`src/rtl/result_pkg.sv`:
```
// Shared types and helpers for the result decimator: FSM state encoding and
// the channel-index width rule.
package result_pkg;

    typedef enum logic [1:0] {IDLE, RUN, DRAIN, DONE} dec_state_t;

    // Channel index width; a single channel still gets a 1-bit index.
    function automatic int chan_w(input int channels);
        return (channels > 1) ? $clog2(channels) : 1;
    endfunction

endpackage

```
`src/rtl/result_if.sv`:
```
// Result stream bundle: wide per-beat input vector in, channel-serialised words out.
// master = decimator side, slave = producer/consumer side.
interface result_if
    import result_pkg::*;
#(
    parameter int OUT_WIDTH = 24,
    parameter int CHANNELS  = 1
);
    localparam int CHAN_W = chan_w(CHANNELS);

    logic [CHANNELS*OUT_WIDTH-1:0] in_data;
    logic                          in_valid;
    logic [OUT_WIDTH-1:0]          out_data;
    logic [CHAN_W-1:0]             out_chan;
    logic                          out_valid;
    logic                          out_ready;
    logic                          overflow;
    logic                          done;

    modport master (
        input  in_data, in_valid, out_ready,
        output out_data, out_chan, out_valid, overflow, done
    );

    modport slave (
        output in_data, in_valid, out_ready,
        input  out_data, out_chan, out_valid, overflow, done
    );
endinterface

```
`src/rtl/result_fifo.sv`:
```
// First-word-fall-through FIFO holding whole kept beats; head is valid whenever
// !empty. Push and pop in the same cycle while full is legal.
module result_fifo #(
    parameter int WIDTH = 24,
    parameter int DEPTH = 8
) (
    input  logic             clk,
    input  logic             rst,
    input  logic             push,
    input  logic             pop,
    input  logic [WIDTH-1:0] wdata,
    output logic             full,
    output logic             empty,
    output logic [WIDTH-1:0] head
);
    localparam int AW = $clog2(DEPTH);

    logic [WIDTH-1:0] mem [DEPTH];
    logic [AW:0]      wr_ptr;
    logic [AW:0]      rd_ptr;

    // Extra pointer bit distinguishes full from empty when the addresses match.
    assign empty = (wr_ptr == rd_ptr);
    assign full  = (wr_ptr[AW] != rd_ptr[AW]) && (wr_ptr[AW-1:0] == rd_ptr[AW-1:0]);
    assign head  = mem[rd_ptr[AW-1:0]];

    always_ff @(posedge clk or negedge rst) begin
        if (!rst) begin
            wr_ptr <= '0;
            rd_ptr <= '0;
        end else begin
            if (push) wr_ptr <= wr_ptr + 1'b1;
            if (pop)  rd_ptr <= rd_ptr + 1'b1;
        end
    end

    always_ff @(posedge clk) begin
        if (push) mem[wr_ptr[AW-1:0]] <= wdata;
    end

endmodule

```
`src/rtl/result_decimator.sv`:
```
// Keeps one input beat in every OSR, buffers it, and serialises its channels on a
// valid/ready stream until FRAME_LEN beats are seen. RESULT_SIGNED_CONV_EN converts
// offset-binary results to two's complement at the output.
module result_decimator
    import result_pkg::*;
#(
    parameter int OUT_WIDTH  = 24,
    parameter int OSR        = 1,
    parameter int CHANNELS   = 1,
    parameter int FIFO_DEPTH = 8,
    parameter int FRAME_LEN  = 24000
) (
    input logic      clk,
    input logic      rst,
    result_if.master bus
);
    localparam int                CHAN_W    = chan_w(CHANNELS);
    localparam int                PH_W      = (OSR > 1) ? $clog2(OSR) : 1;
    localparam int                VEC_W     = CHANNELS * OUT_WIDTH;
    localparam logic [CHAN_W-1:0] LAST_CHAN = CHAN_W'(CHANNELS - 1);
    localparam logic [PH_W-1:0]   PH_LAST   = PH_W'(OSR - 1);
    localparam logic [31:0]       LAST_BEAT = 32'(FRAME_LEN - 1);

    dec_state_t        state;
    dec_state_t        state_nxt;
    logic [PH_W-1:0]   phase;
    logic [31:0]       beat_cnt;
    logic [CHAN_W-1:0] chan_idx;
    logic              overflow_q;

    logic              fifo_full;
    logic              fifo_empty;
    logic [VEC_W-1:0]  fifo_head;
    logic              accept;
    logic              keep;
    logic              handshake;
    logic              pop;
    logic              push;
    logic              last_beat;

    function automatic logic [OUT_WIDTH-1:0] chan_slice(input logic [VEC_W-1:0] vec,
                                                        input logic [CHAN_W-1:0] idx);
        return vec[idx*OUT_WIDTH +: OUT_WIDTH];
    endfunction

    function automatic logic [OUT_WIDTH-1:0] to_output(input logic [OUT_WIDTH-1:0] r);
`ifdef RESULT_SIGNED_CONV_EN
        return {~r[OUT_WIDTH-1], r[OUT_WIDTH-2:0]};
`else
        return r;
`endif
    endfunction

    assign accept    = bus.in_valid && (state == IDLE || state == RUN);
    assign keep      = accept && (phase == '0);
    assign handshake = !fifo_empty && bus.out_ready;
    assign pop       = handshake && (chan_idx == LAST_CHAN);
    // A full FIFO can still take the beat if its head leaves on this same edge.
    assign push      = keep && (!fifo_full || pop);
    assign last_beat = (FRAME_LEN != 0) && accept && (beat_cnt == LAST_BEAT);

    result_fifo #(
        .WIDTH (VEC_W),
        .DEPTH (FIFO_DEPTH)
    ) u_fifo (
        .clk   (clk),
        .rst   (rst),
        .push  (push),
        .pop   (pop),
        .wdata (bus.in_data),
        .full  (fifo_full),
        .empty (fifo_empty),
        .head  (fifo_head)
    );

    always_comb begin
        state_nxt = state;
        case (state)
            IDLE:  if (bus.in_valid) state_nxt = last_beat ? DRAIN : RUN;
            RUN:   if (last_beat)    state_nxt = DRAIN;
            DRAIN: if (fifo_empty)   state_nxt = DONE;
            DONE:  state_nxt = DONE;
        endcase
    end

    always_ff @(posedge clk or negedge rst) begin
        if (!rst) begin
            state      <= IDLE;
            phase      <= '0;
            beat_cnt   <= '0;
            chan_idx   <= '0;
            overflow_q <= 1'b0;
        end else begin
            state <= state_nxt;
            if (accept) begin
                phase    <= (phase == PH_LAST) ? '0 : phase + 1'b1;
                beat_cnt <= beat_cnt + 1'b1;
            end
            if (handshake) chan_idx <= (chan_idx == LAST_CHAN) ? '0 : chan_idx + 1'b1;
            if (keep && !push) overflow_q <= 1'b1;
        end
    end

    assign bus.out_valid = !fifo_empty;
    assign bus.out_data  = fifo_empty ? '0 : to_output(chan_slice(fifo_head, chan_idx));
    assign bus.out_chan  = chan_idx;
    assign bus.overflow  = overflow_q;
    assign bus.done      = (state == DONE);

endmodule

```
`src/flat_wrapper.sv`:
```
// flat-port wrapper written by rule: the top's interface ports become plain ports
module result_decimator_flat import result_pkg::*;
#(
    parameter int OUT_WIDTH  = 24,
    parameter int OSR        = 1,
    parameter int CHANNELS   = 1,
    parameter int FIFO_DEPTH = 8,
    parameter int FRAME_LEN  = 24000
)
  (clk, rst, bus_in_data, bus_in_valid, bus_out_ready, bus_out_data, bus_out_chan, bus_out_valid, bus_overflow, bus_done);
  result_if #(.OUT_WIDTH(OUT_WIDTH), .CHANNELS(CHANNELS)) bus_i ();
  input logic clk;
  input logic rst;
  input wire logic [$bits(bus_i.in_data)-1:0] bus_in_data;
  input wire logic [$bits(bus_i.in_valid)-1:0] bus_in_valid;
  input wire logic [$bits(bus_i.out_ready)-1:0] bus_out_ready;
  output wire logic [$bits(bus_i.out_data)-1:0] bus_out_data;
  output wire logic [$bits(bus_i.out_chan)-1:0] bus_out_chan;
  output wire logic [$bits(bus_i.out_valid)-1:0] bus_out_valid;
  output wire logic [$bits(bus_i.overflow)-1:0] bus_overflow;
  output wire logic [$bits(bus_i.done)-1:0] bus_done;
  assign bus_i.in_data = bus_in_data;
  assign bus_i.in_valid = bus_in_valid;
  assign bus_i.out_ready = bus_out_ready;
  assign bus_out_data = bus_i.out_data;
  assign bus_out_chan = bus_i.out_chan;
  assign bus_out_valid = bus_i.out_valid;
  assign bus_overflow = bus_i.overflow;
  assign bus_done = bus_i.done;
  result_decimator #(.OUT_WIDTH(OUT_WIDTH), .OSR(OSR), .CHANNELS(CHANNELS), .FIFO_DEPTH(FIFO_DEPTH), .FRAME_LEN(FRAME_LEN)) u_core (.clk(clk), .rst(rst), .bus(bus_i));
endmodule
```
`config.mk`:
```
export PLATFORM = sky130hd
export DESIGN_NAME = result_decimator_flat
export DESIGN_NICKNAME = d
export VERILOG_FILES = /design/src/rtl/result_pkg.sv /design/src/rtl/result_if.sv /design/src/rtl/result_fifo.sv /design/src/rtl/result_decimator.sv /design/src/flat_wrapper.sv
export SDC_FILE = /design/constraint.sdc
export NUM_CORES = 1
export LEC_CHECK = 0
export ABC_AREA = 1
export BUFFER_PORTS_ARGS = -buffer_cell sky130_fd_sc_hd__buf_2
export CORE_UTILIZATION = 63
export CTS_BUF_LIST = sky130_fd_sc_hd__clkbuf_8
export DETAILED_ROUTE_END_ITERATION = 10
export GPL_TIMING_DRIVEN = 0
export PLACE_DENSITY = 0.85
export SLEW_MARGIN = 0
export SYNTH_ARGS = -nofsm -noshare
export SYNTH_HDL_FRONTEND = slang
export SYNTH_SLANG_ARGS = --single-unit
```
`constraint.sdc`:
```
create_clock -name clk -period 5.85 [get_ports clk]
set_input_delay 0.2925 -clock clk [delete_from_list [all_inputs] [get_ports clk]]
set_output_delay 0.2925 -clock clk [all_outputs]
set_load 0.005 [all_outputs]
```
==> results of run 1 <==
[registers in the layout, summed over array words and instances, names as in the netlist]
| register | flops |
|---|---|
| u_core.u_fifo.wr_ptr | 4 |
| u_core.beat_cnt | 32 |
| u_core.state | 2 |
| u_core.u_fifo.rd_ptr | 4 |
| u_core.u_fifo.mem | 192 |
| u_core.bus.overflow | 1 |
[worst max-delay path: stages, from the launching register on]
cell and delay [ns]:
dfrtp_1 0.36, buf_4 0.19, clkbuf_1 0.51, o21ai_0 0.21, o21ai_0 0.26, nor2_1 0.08
nor2_1 0.18, buf_2 0.14
[cells in the mapped netlist]
cell / number / share of area
o21ai_1: 19 / 0.0094
xor2_2: 1 / 0.0016
inv_1: 36 / 0.013
o21bai_1: 1 / 0.00074
xnor2_1: 10 / 0.0086
nor2_4: 2 / 0.0022
nand4_1: 13 / 0.0080
nand3_1: 29 / 0.014
nand2_4: 1 / 0.0011
buf_1: 3 / 0.0011
edfxtp_1: 192 / 0.57
nand2_1: 140 / 0.052
clkbuf_1: 16 / 0.0059
nor3_1: 6 / 0.0030
xor2_1: 13 / 0.011
buf_4: 9 / 0.0067
nor2_1: 247 / 0.091
nor3_4: 1 / 0.0016
buf_2: 11 / 0.0054
inv_2: 2 / 0.00074
o21ai_0: 149 / 0.073
nand3b_1: 1 / 0.00074
nor2_2: 3 / 0.0018
conb_1: 1 / 0.00037
ha_1: 3 / 0.0037
nand2_2: 3 / 0.0018
dfrtp_1: 43 / 0.11
buf_6: 5 / 0.0055
[routing by layer]
layer	part of all wire	GRT usage	vias up	routed length, um
met5	0	0	-	0
met1	0.40	0.400	3498	9420
met2	0.47	0.469	423	11100
li1	-	-	3479	-
met3	0.095	0.0557	66	2250
met4	0.034	0.138	0	802
[cells by family (layout without fill, tap and decap cells)]
logic type / Yosys count / after routing / synth area share
flip-flops: 235 / 235 / 0.674
AO/OA/AOI/OAI: 169 / 169 / 0.0836
XOR/XNOR: 24 / 24 / 0.0215
other: 1 / 1 / 0.000370
adder cells (fa/ha/maj): 3 / 3 / 0.00370
AND/OR/NAND/NOR: 446 / 446 / 0.178
buffers and inverters: 82 / 208 / 0.0387
[repair_timing]
item,in CTS,in global routing
endpoints found under the hold margin,43,0
hold buffers,1,0
buffers inserted,0,0
[final timing paths]
path / start / to / slack, ns / depth (start not counted)
hold / removal: bus_in_data[8] / u_core.u_fifo.mem[2][8] / 0.03 / 1
max in group asynchronous: rst / u_core.u_fifo.wr_ptr[3] / 4.79 / 2
min in group asynchronous: rst / u_core.beat_cnt[23] / 0.46 / 2
hold reg to reg: u_core.beat_cnt[31] / u_core.beat_cnt[31] / 0.47 / 2
setup reg to reg: u_core.u_fifo.rd_ptr[3] / u_core.u_fifo.mem[4][10] / 3.14 / 6
setup / recovery: u_core.u_fifo.rd_ptr[0] / bus_out_data[12] / 3.09 / 7
[area by class of cell]
class,instances,area [um2],share of cell area
Clock buffer,37,509,0.0443
Clock inverter,23,103,0.00894
Timing Repair Buffer,66,427,0.0372
Sequential cell,235,6840,0.596
Buffer,44,250,0.0218
Inverter,38,143,0.0124
Tap cell,216,270,0.0235
Multi-Input combinational cell,643,2940,0.256
[through the flow]
stage / instance area [um2] / hold slack [ns] / setup WS, ns
finish: 11500 / 0.0269 / 3.09
global route: 11500 / 0.0246 / 3.00
CTS: 11500 / 0.00588 / 3.13
detailed placement: 10900 / 0.466 / 3.18
global placement: 10700 / 0.458 / 1.25
floorplan: 10100 / -0.00309 / 2.78
[report_power, final]
part / switching [mW] / internal, mW
Combinational: 0.0243 / 0.00746
Sequential: 0 / 1.81
Clock: 0.606 / 0.587
==> metrics.txt, run 1 <==
antenna violations before repair=0; Synth Warn #=0; Reg clk slew, reported paths=0.06 ns; Post-Synthesis Cell Area=between 10000 and 15000 um2; fraction of layout cells with a size suffix above 1=0.140; Initial Util=0.641; clk_skew=around 0.015 ns; post-synthesis sequential area ratio=0.674; Clock Latency Late Sink=0.53 ns; crit end category=output pin; CTS tree=built; Achievable Freq=roughly 360 MHz; core area=15800 um2; Max-slew headroom=0.354; Slew Viols, Final=0; first-pass iteration count of the detailed router=5; post-placement cell count=~1200; status=complete, no violations; via count=7466; most frequent cells in the layout=242 x nor2_1, 192 x edfxtp_1, 149 x o21ai_0; Worst VDD drop=~0.00016 V; HPWL after DPL=15400 um; worst hold path class=in2reg; Max Cap Viol=0; Num CTS Buffers=37; post-route ant nets=0; vias per cell=between 5 and 6; Mean Syn Cell Area=~11 um2; IO Port Bufs=54; cell row count=46; Layout Nets=1096; count of cells resized by post-cts repair=0; Post-Syn Instances=960; crit-path max FO=10; clk sink count=235; Arrival @ worst endpoint=between 2 and 2.5 ns; fin crit share=0.471; setup TNS=0 ns; Final Hold Viols=0; vias in the first global route=7132; GR Overflow Total=0; Total Power=3.04 mW; min Tclk post-route=2.76 ns; 1st-iter DRT viols=about 820; Antenna Cells=0; IO Pins=56; die height=129 um; crit path kind=reg2out; library cells used by synthesis=28; WL/cell=18.1 um; CP Data Required Time=5.56 ns; Synth Register Bits=roughly 240; PD cells=264 nW/um2; GP Congestion=0.880; kind of start point of the critical path=flip-flop; gr usage total=0.296; drc violations=0; most common cell after layout, fill and taps aside=nor2_1; fill count=roughly 1100; Final setup viols=0; Mapped Nets=between 900 and 1000; largest net degree at the start of global routing=44; Die ar.=16600 um2; non-filler cells, final=1302; Clock H-tree levels=2; Root Buffer=clkbuf_8; first-pass GRT wire length=about 36000 um; Area growth syn-to-layout=13.2%; drt total wl=23600 um; die width=about 130 um; Max Root-Sink Buffers=3; Slew @ Worst Pin=0.967 ns; unrepaired setup endpoints after global routing=false; Finished Core Util=0.725; Leak=4.43 nW
Note: power is estimated with default switching activity, not from simulation.
==> inputs of run 2 (changes only) <==
--- a/config.mk
+++ b/config.mk
@@ -7,11 +7,11 @@
 export LEC_CHECK = 0
 export ABC_AREA = 1
 export BUFFER_PORTS_ARGS = -buffer_cell sky130_fd_sc_hd__buf_2
-export CORE_UTILIZATION = 63
+export CORE_UTILIZATION = 57
 export CTS_BUF_LIST = sky130_fd_sc_hd__clkbuf_8
 export DETAILED_ROUTE_END_ITERATION = 10
 export GPL_TIMING_DRIVEN = 0
-export PLACE_DENSITY = 0.85
+export PLACE_DENSITY = 0.81
 export SLEW_MARGIN = 0
 export SYNTH_ARGS = -nofsm -noshare
 export SYNTH_HDL_FRONTEND = slang
==> constraint.sdc (replaced) <==
create_clock -name clk -period 2.25 [get_ports clk]
set_input_delay 0.1125 -clock clk [delete_from_list [all_inputs] [get_ports clk]]
set_output_delay 0.1125 -clock clk [all_outputs]
set_load 0.005 [all_outputs]
==> run 2 against run 1 <==
Critical path depth rose by 2. Clock power increased to 2.9 times the previous value. Critical endpoint is now bus_out_data[17]. Utilization fell by 1.6 points. Critical path type unchanged. The flow now finishes with violations (negative setup slack). Via count rose by 7.3%. Combinational power rose to 3.7 times the previous value. Largest cell class unchanged. First-iteration DRC count is 39% higher.
==> metrics.txt, run 2 (synthesized netlist as in run 1, its figures left out) <==
status=finished, violations left; failing checks=negative setup slack; Die ar.=18300 um2; crit path kind=reg2out; Max Root-Sink Buffers=3; IO Port Bufs=54; core area=about 17000 um2; Slowest cell on crit path=dfrtp_1; Clock Latency Late Sink=around 0.54 ns; IO Pins=56; vias in the first global route=7747; max reg flops=192; Reg clk slew, reported paths=~0.07 ns; Layout Nets=1141; Num CTS Buffers=37; Area growth syn-to-layout=21.3%; antenna violations before repair=0; Slew Viols, Final=0; unrepaired setup endpoints after global routing=true; R2R setup slack=-0.05 ns; clk sink count=235; CP Data Required Time=2.14 ns; Slew @ Worst Pin=1.02 ns; GR Overflow Total=0; CTS tree=built; kind of start point of the critical path=flip-flop; Root Buffer=clkbuf_8; largest net degree at the start of global routing=44; most frequent cells in the layout=233 x nor2_1, 192 x edfxtp_1, 140 x nand2_1; die height=135 um; HPWL after DPL=15000 um; cell row count=48; GP Congestion=0.885; die width=135 um; Final setup viols=20; PD cells=673 nW/um2; drt total wl=between 20000 and 30000 um; vias per cell=5.88; Worst VDD drop=0.000472 V; setup TNS=-0.610 ns; Leak=4.79 nW; Initial Util=0.585; Achievable Freq=between 400 and 500 MHz; crit-path max FO=10; CP Cell Sequence=buf_6 -> buf_4 -> nor2_1 -> nor2_1 -> o21ai_0 -> o21ai_1 -> o21ai_1 -> nor2_2 -> buf_2; clk_skew=between 0.02 and 0.03 ns; Max-slew headroom=0.320; WL/cell=19.9 um; drc violations=0; most common cell after layout, fill and taps aside=nor2_1; 1st-iter DRT viols=between 1000 and 1500; Clock H-tree levels=2; fin crit share=1.03; Antenna Cells=0; fin area=12300 um2; first-pass GRT wire length=40000 um; Critical Path Max Stage Delay=0.43 ns; via count=~8000; fraction of layout cells with a size suffix above 1=0.183; Final Hold Viols=0; Arrival @ worst endpoint=approximately 2.2 ns; first-pass iteration count of the detailed router=6; worst hold path class=in2reg; post-route ant nets=0; gr usage total=0.293; min Tclk post-route=2.32 ns; placed cell areas=~11000 um2; crit end category=output pin; final setup margin=-0.0699 ns; Max Cap Viol=0
[run 2: final cells by class]
type,count,area [um2]
Timing Repair Buffer,108,853
Clock buffer,41,564
Clock inverter,26,131
Tap cell,225,282
Inverter,38,145
Buffer,44,402
Multi-Input combinational cell,646,3090
Fill cell,1124,5050
Sequential cell,235,6840
[run 2: worst max-delay path: cells and delay by family, from the launching register on]
kind	cells	cell delay, ns
DFF	1	0.43
buffers and inverters	3	0.51
and+or+nand+nor	3	0.36
AOI/OAI and AO/OA	3	0.34
[run 2: final timing paths]
kind / from / end / cells past startpoint
max in group asynchronous: rst / u_core.beat_cnt[31] / 2
hold / removal: bus_in_valid / u_core.beat_cnt[7] / 5
setup / recovery: u_core.u_fifo.rd_ptr[0] / bus_out_data[17] / 9
min in group asynchronous: rst / u_core.u_fifo.rd_ptr[3] / 2
hold reg to reg: u_core.beat_cnt[31] / u_core.beat_cnt[31] / 2
setup reg to reg: u_core.u_fifo.rd_ptr[0] / u_core.u_fifo.mem[7][15] / 7
[run 2: repair_timing]
action	CTS	global route
resized for setup	38	81
gates cloned	3	1
endpoints found under the hold margin	239	0
setup endpoints to repair	208	181
hold buffers	26	0
buffers inserted	16	6
pin swaps	10	10
[run 2: where the power goes]
group,leakage [nW],internal [mW],total (mW),switching [mW]
combinational,2.10,0.0477,0.117,0.0697
sequential,2.29,4.71,4.71,0
clock,0.403,1.79,3.46,1.67
total,4.79,6.54,8.28,1.74
[run 2: layer usage]
metal / up-vias / routed length [um] / track usage
li1: 3579 / - / -
met1: 3780 / 9940 / 0.366
met2: 554 / 13200 / 0.491
met3: 101 / 2840 / 0.0640
met4: 0 / 1110 / 0.131
met5: - / 0 / 0
[run 2: stage by stage]
stage	hold WS [ns]	setup slack (ns)	power (mW)	utilization	cells
after detailed placement	0.330	-0.402	4.88	0.626	1244
after floorplan	-0.183	-0.208	4.80	-	960
final	0.0342	-0.0699	8.28	0.709	1363
after CTS	0.00829	0.00146	8.24	0.697	1356
after global placement	0.326	-1.27	4.87	0.617	1239
after global routing	0.0743	-0.188	8.48	0.709	1363
==> inputs of run 3 (changes only) <==
--- a/config.mk
+++ b/config.mk
@@ -12,7 +12,7 @@
 export DETAILED_ROUTE_END_ITERATION = 10
 export GPL_TIMING_DRIVEN = 0
 export PLACE_DENSITY = 0.81
-export SLEW_MARGIN = 0
+export SLEW_MARGIN = 20
 export SYNTH_ARGS = -nofsm -noshare
 export SYNTH_HDL_FRONTEND = slang
 export SYNTH_SLANG_ARGS = --single-unit
==> constraint.sdc (replaced) <==
create_clock -name clk -period 1.85 [get_ports clk]
set_input_delay 0.0925 -clock clk [delete_from_list [all_inputs] [get_ports clk]]
set_output_delay 0.0925 -clock clk [all_outputs]
set_load 0.005 [all_outputs]
==> run 3 against run 2 <==
The run still ends with negative setup slack left. Combinational power rose by 34%. Critical path depth rose by 1. Utilization rose by 5.8 points. Critical path type unchanged. Critical endpoint is now bus_out_data[12]. Highest routed layer unchanged.
==> metrics.txt, run 3 (synthesized netlist as in run 1, its figures left out) <==
status=finished, violations left; failing checks=negative setup slack; CP Data Required Time=1.76 ns; 1st-iter DRT viols=1731; Clock H-tree levels=2; WL/cell=25.1 um; min Tclk post-route=2.47 ns; vias per cell=6.46; clk_skew=0.0234 ns; R2R setup slack=-0.31 ns; reg-to-reg startpoint=u_core.u_fifo.rd_ptr[2]; clk sink count=235; Max Root-Sink Buffers=3; GR Overflow Total=0; final setup margin=-0.616 ns; max reg flops=192; Max Cap Viol=0; fraction of layout cells with a size suffix above 1=0.252; IO Port Bufs=between 50 and 60; Leak=about 5.2 nW; most common cell after layout, fill and taps aside=nor2_1; cell row count=48; IO Pins=56; worst hold path class=in2async; Area growth syn-to-layout=31.3%; Initial Util=0.585; crit-path max FO=10; fin area=~13000 um2; Layout Nets=1192; HPWL after DPL=between 15000 and 20000 um; fin crit share=1.33; Critical Path Max Stage Delay=0.42 ns; antenna violations before repair=0; die width=roughly 140 um; via count=9137; Final Hold Viols=0; Slowest cell on crit path=dfrtp_1; gr usage total=0.365; Slew Viols, Final=0; die height=135 um; Worst VDD drop=0.000550 V; Max-slew headroom=0.601; Reg clk slew, reported paths=0.08 ns; most frequent cells in the layout=220 x nor2_1, 192 x edfxtp_1, 134 x nand2_1; crit end category=output pin; drc violations=0; Reg2Reg Capture Point=u_core.u_fifo.mem[2][4]; CTS tree=built; Worst R2R Path Depth=9; first-pass iteration count of the detailed router=6; vias in the first global route=8502; delay-heaviest family, CP=buffers and inverters; Antenna Cells=0; first-pass GRT wire length=48400 um; GP Congestion=roughly 0.88; pre-CTS setup slack=-0.733 ns; Achievable Freq=slightly above 400 MHz; Final setup viols=220; Clock Latency Late Sink=between 0.5 and 0.6 ns; placed cell areas=10800 um2; Root Buffer=clkbuf_8; fill count=934; post-route ant nets=0; worst path buffer plus inverter count=4; largest net degree at the start of global routing=44; Num CTS Buffers=38; Slew @ Worst Pin=0.597 ns; PD cells=783 nW/um2; Arrival @ worst endpoint=about 2.4 ns; unrepaired setup endpoints after global routing=true; crit path kind=reg2out; kind of start point of the critical path=flip-flop; Die ar.=18300 um2; core area=17400 um2; CP Cell Sequence=buf_6 -> buf_12 -> buf_12 -> nor2_4 -> nor2_1 -> o21ai_1 -> o21ai_1 -> nor2_1 -> nor2_2 -> buf_2; drt total wl=35500 um; setup TNS=-51.12 ns
## run 3: area by class of cell
| class | count | area, um2 | area share |
|---|---|---|---|
| Buffer | 44 | 453 | 0.0340 |
| Clock inverter | 26 | 139 | 0.0104 |
| Multi-Input combinational cell | 649 | 3340 | 0.250 |
| Sequential cell | 235 | 6840 | 0.514 |
| Clock buffer | 43 | 592 | 0.0444 |
| Tap cell | 225 | 282 | 0.0211 |
| Inverter | 38 | 145 | 0.0109 |
| Timing Repair Buffer | 155 | 1540 | 0.115 |
## run 3: metrics by stage
stage               utilization  hold WS [ns]  power (mW)  instances
global placement          0.622         0.297        5.93       1239
CTS                       0.746         0.284        10.2       1408
global route              0.768         0.151        10.6       1415
detailed placement        0.625         0.310        5.93       1243
finish                    0.768        0.0867        10.4       1415
floorplan                     -        -0.203        5.84        960
## run 3: how the worst max path moves through the flow
stage / start / end / cells after the start
global route: u_core.u_fifo.rd_ptr[1] / bus_out_data[12] / 9
finish: u_core.u_fifo.rd_ptr[0] / bus_out_data[12] / 10
global placement: u_core.u_fifo.rd_ptr[3] / u_core.u_fifo.mem[3][6] / 5
detailed placement: u_core.u_fifo.rd_ptr[3] / u_core.u_fifo.mem[6][5] / 5
floorplan: u_core.u_fifo.rd_ptr[1] / u_core.u_fifo.mem[0][0] / 7
CTS: u_core.u_fifo.rd_ptr[0] / bus_out_data[17] / 9
## run 3: worst reg2reg max path, cell delays in order, from the launching register on
cell       delay (ns)
dfrtp_1          0.43
buf_6            0.20
xor2_2           0.21
nor2_4           0.08
buf_6            0.14
nand2_8          0.10
nand3_4          0.08
buf_6            0.15
nor2_4           0.27
clkbuf_16        0.23
## run 3: what timing repair did
item,4_1_cts,5_1_grt
gates cloned,14,3
setup buffers,56,10
endpoints found under the setup margin,217,222
hold buffers,27,0
pin swaps,25,42
endpoints found under the hold margin,240,0
resized for setup,124,155
## run 3: report_power, final
part	leakage, nW	internal, mW	switching, mW
Combinational	2.47	0.0602	0.0967
Sequential	2.29	5.72	0
Clock	0.416	2.28	2.28
## run 3: layer usage
layer,track usage,vias up,share of wire
met3,0.106,265,0.14
met5,0,-,0
met4,0.255,0,0.082
met2,0.564,986,0.46
met1,0.442,4201,0.32
li1,-,3685,-
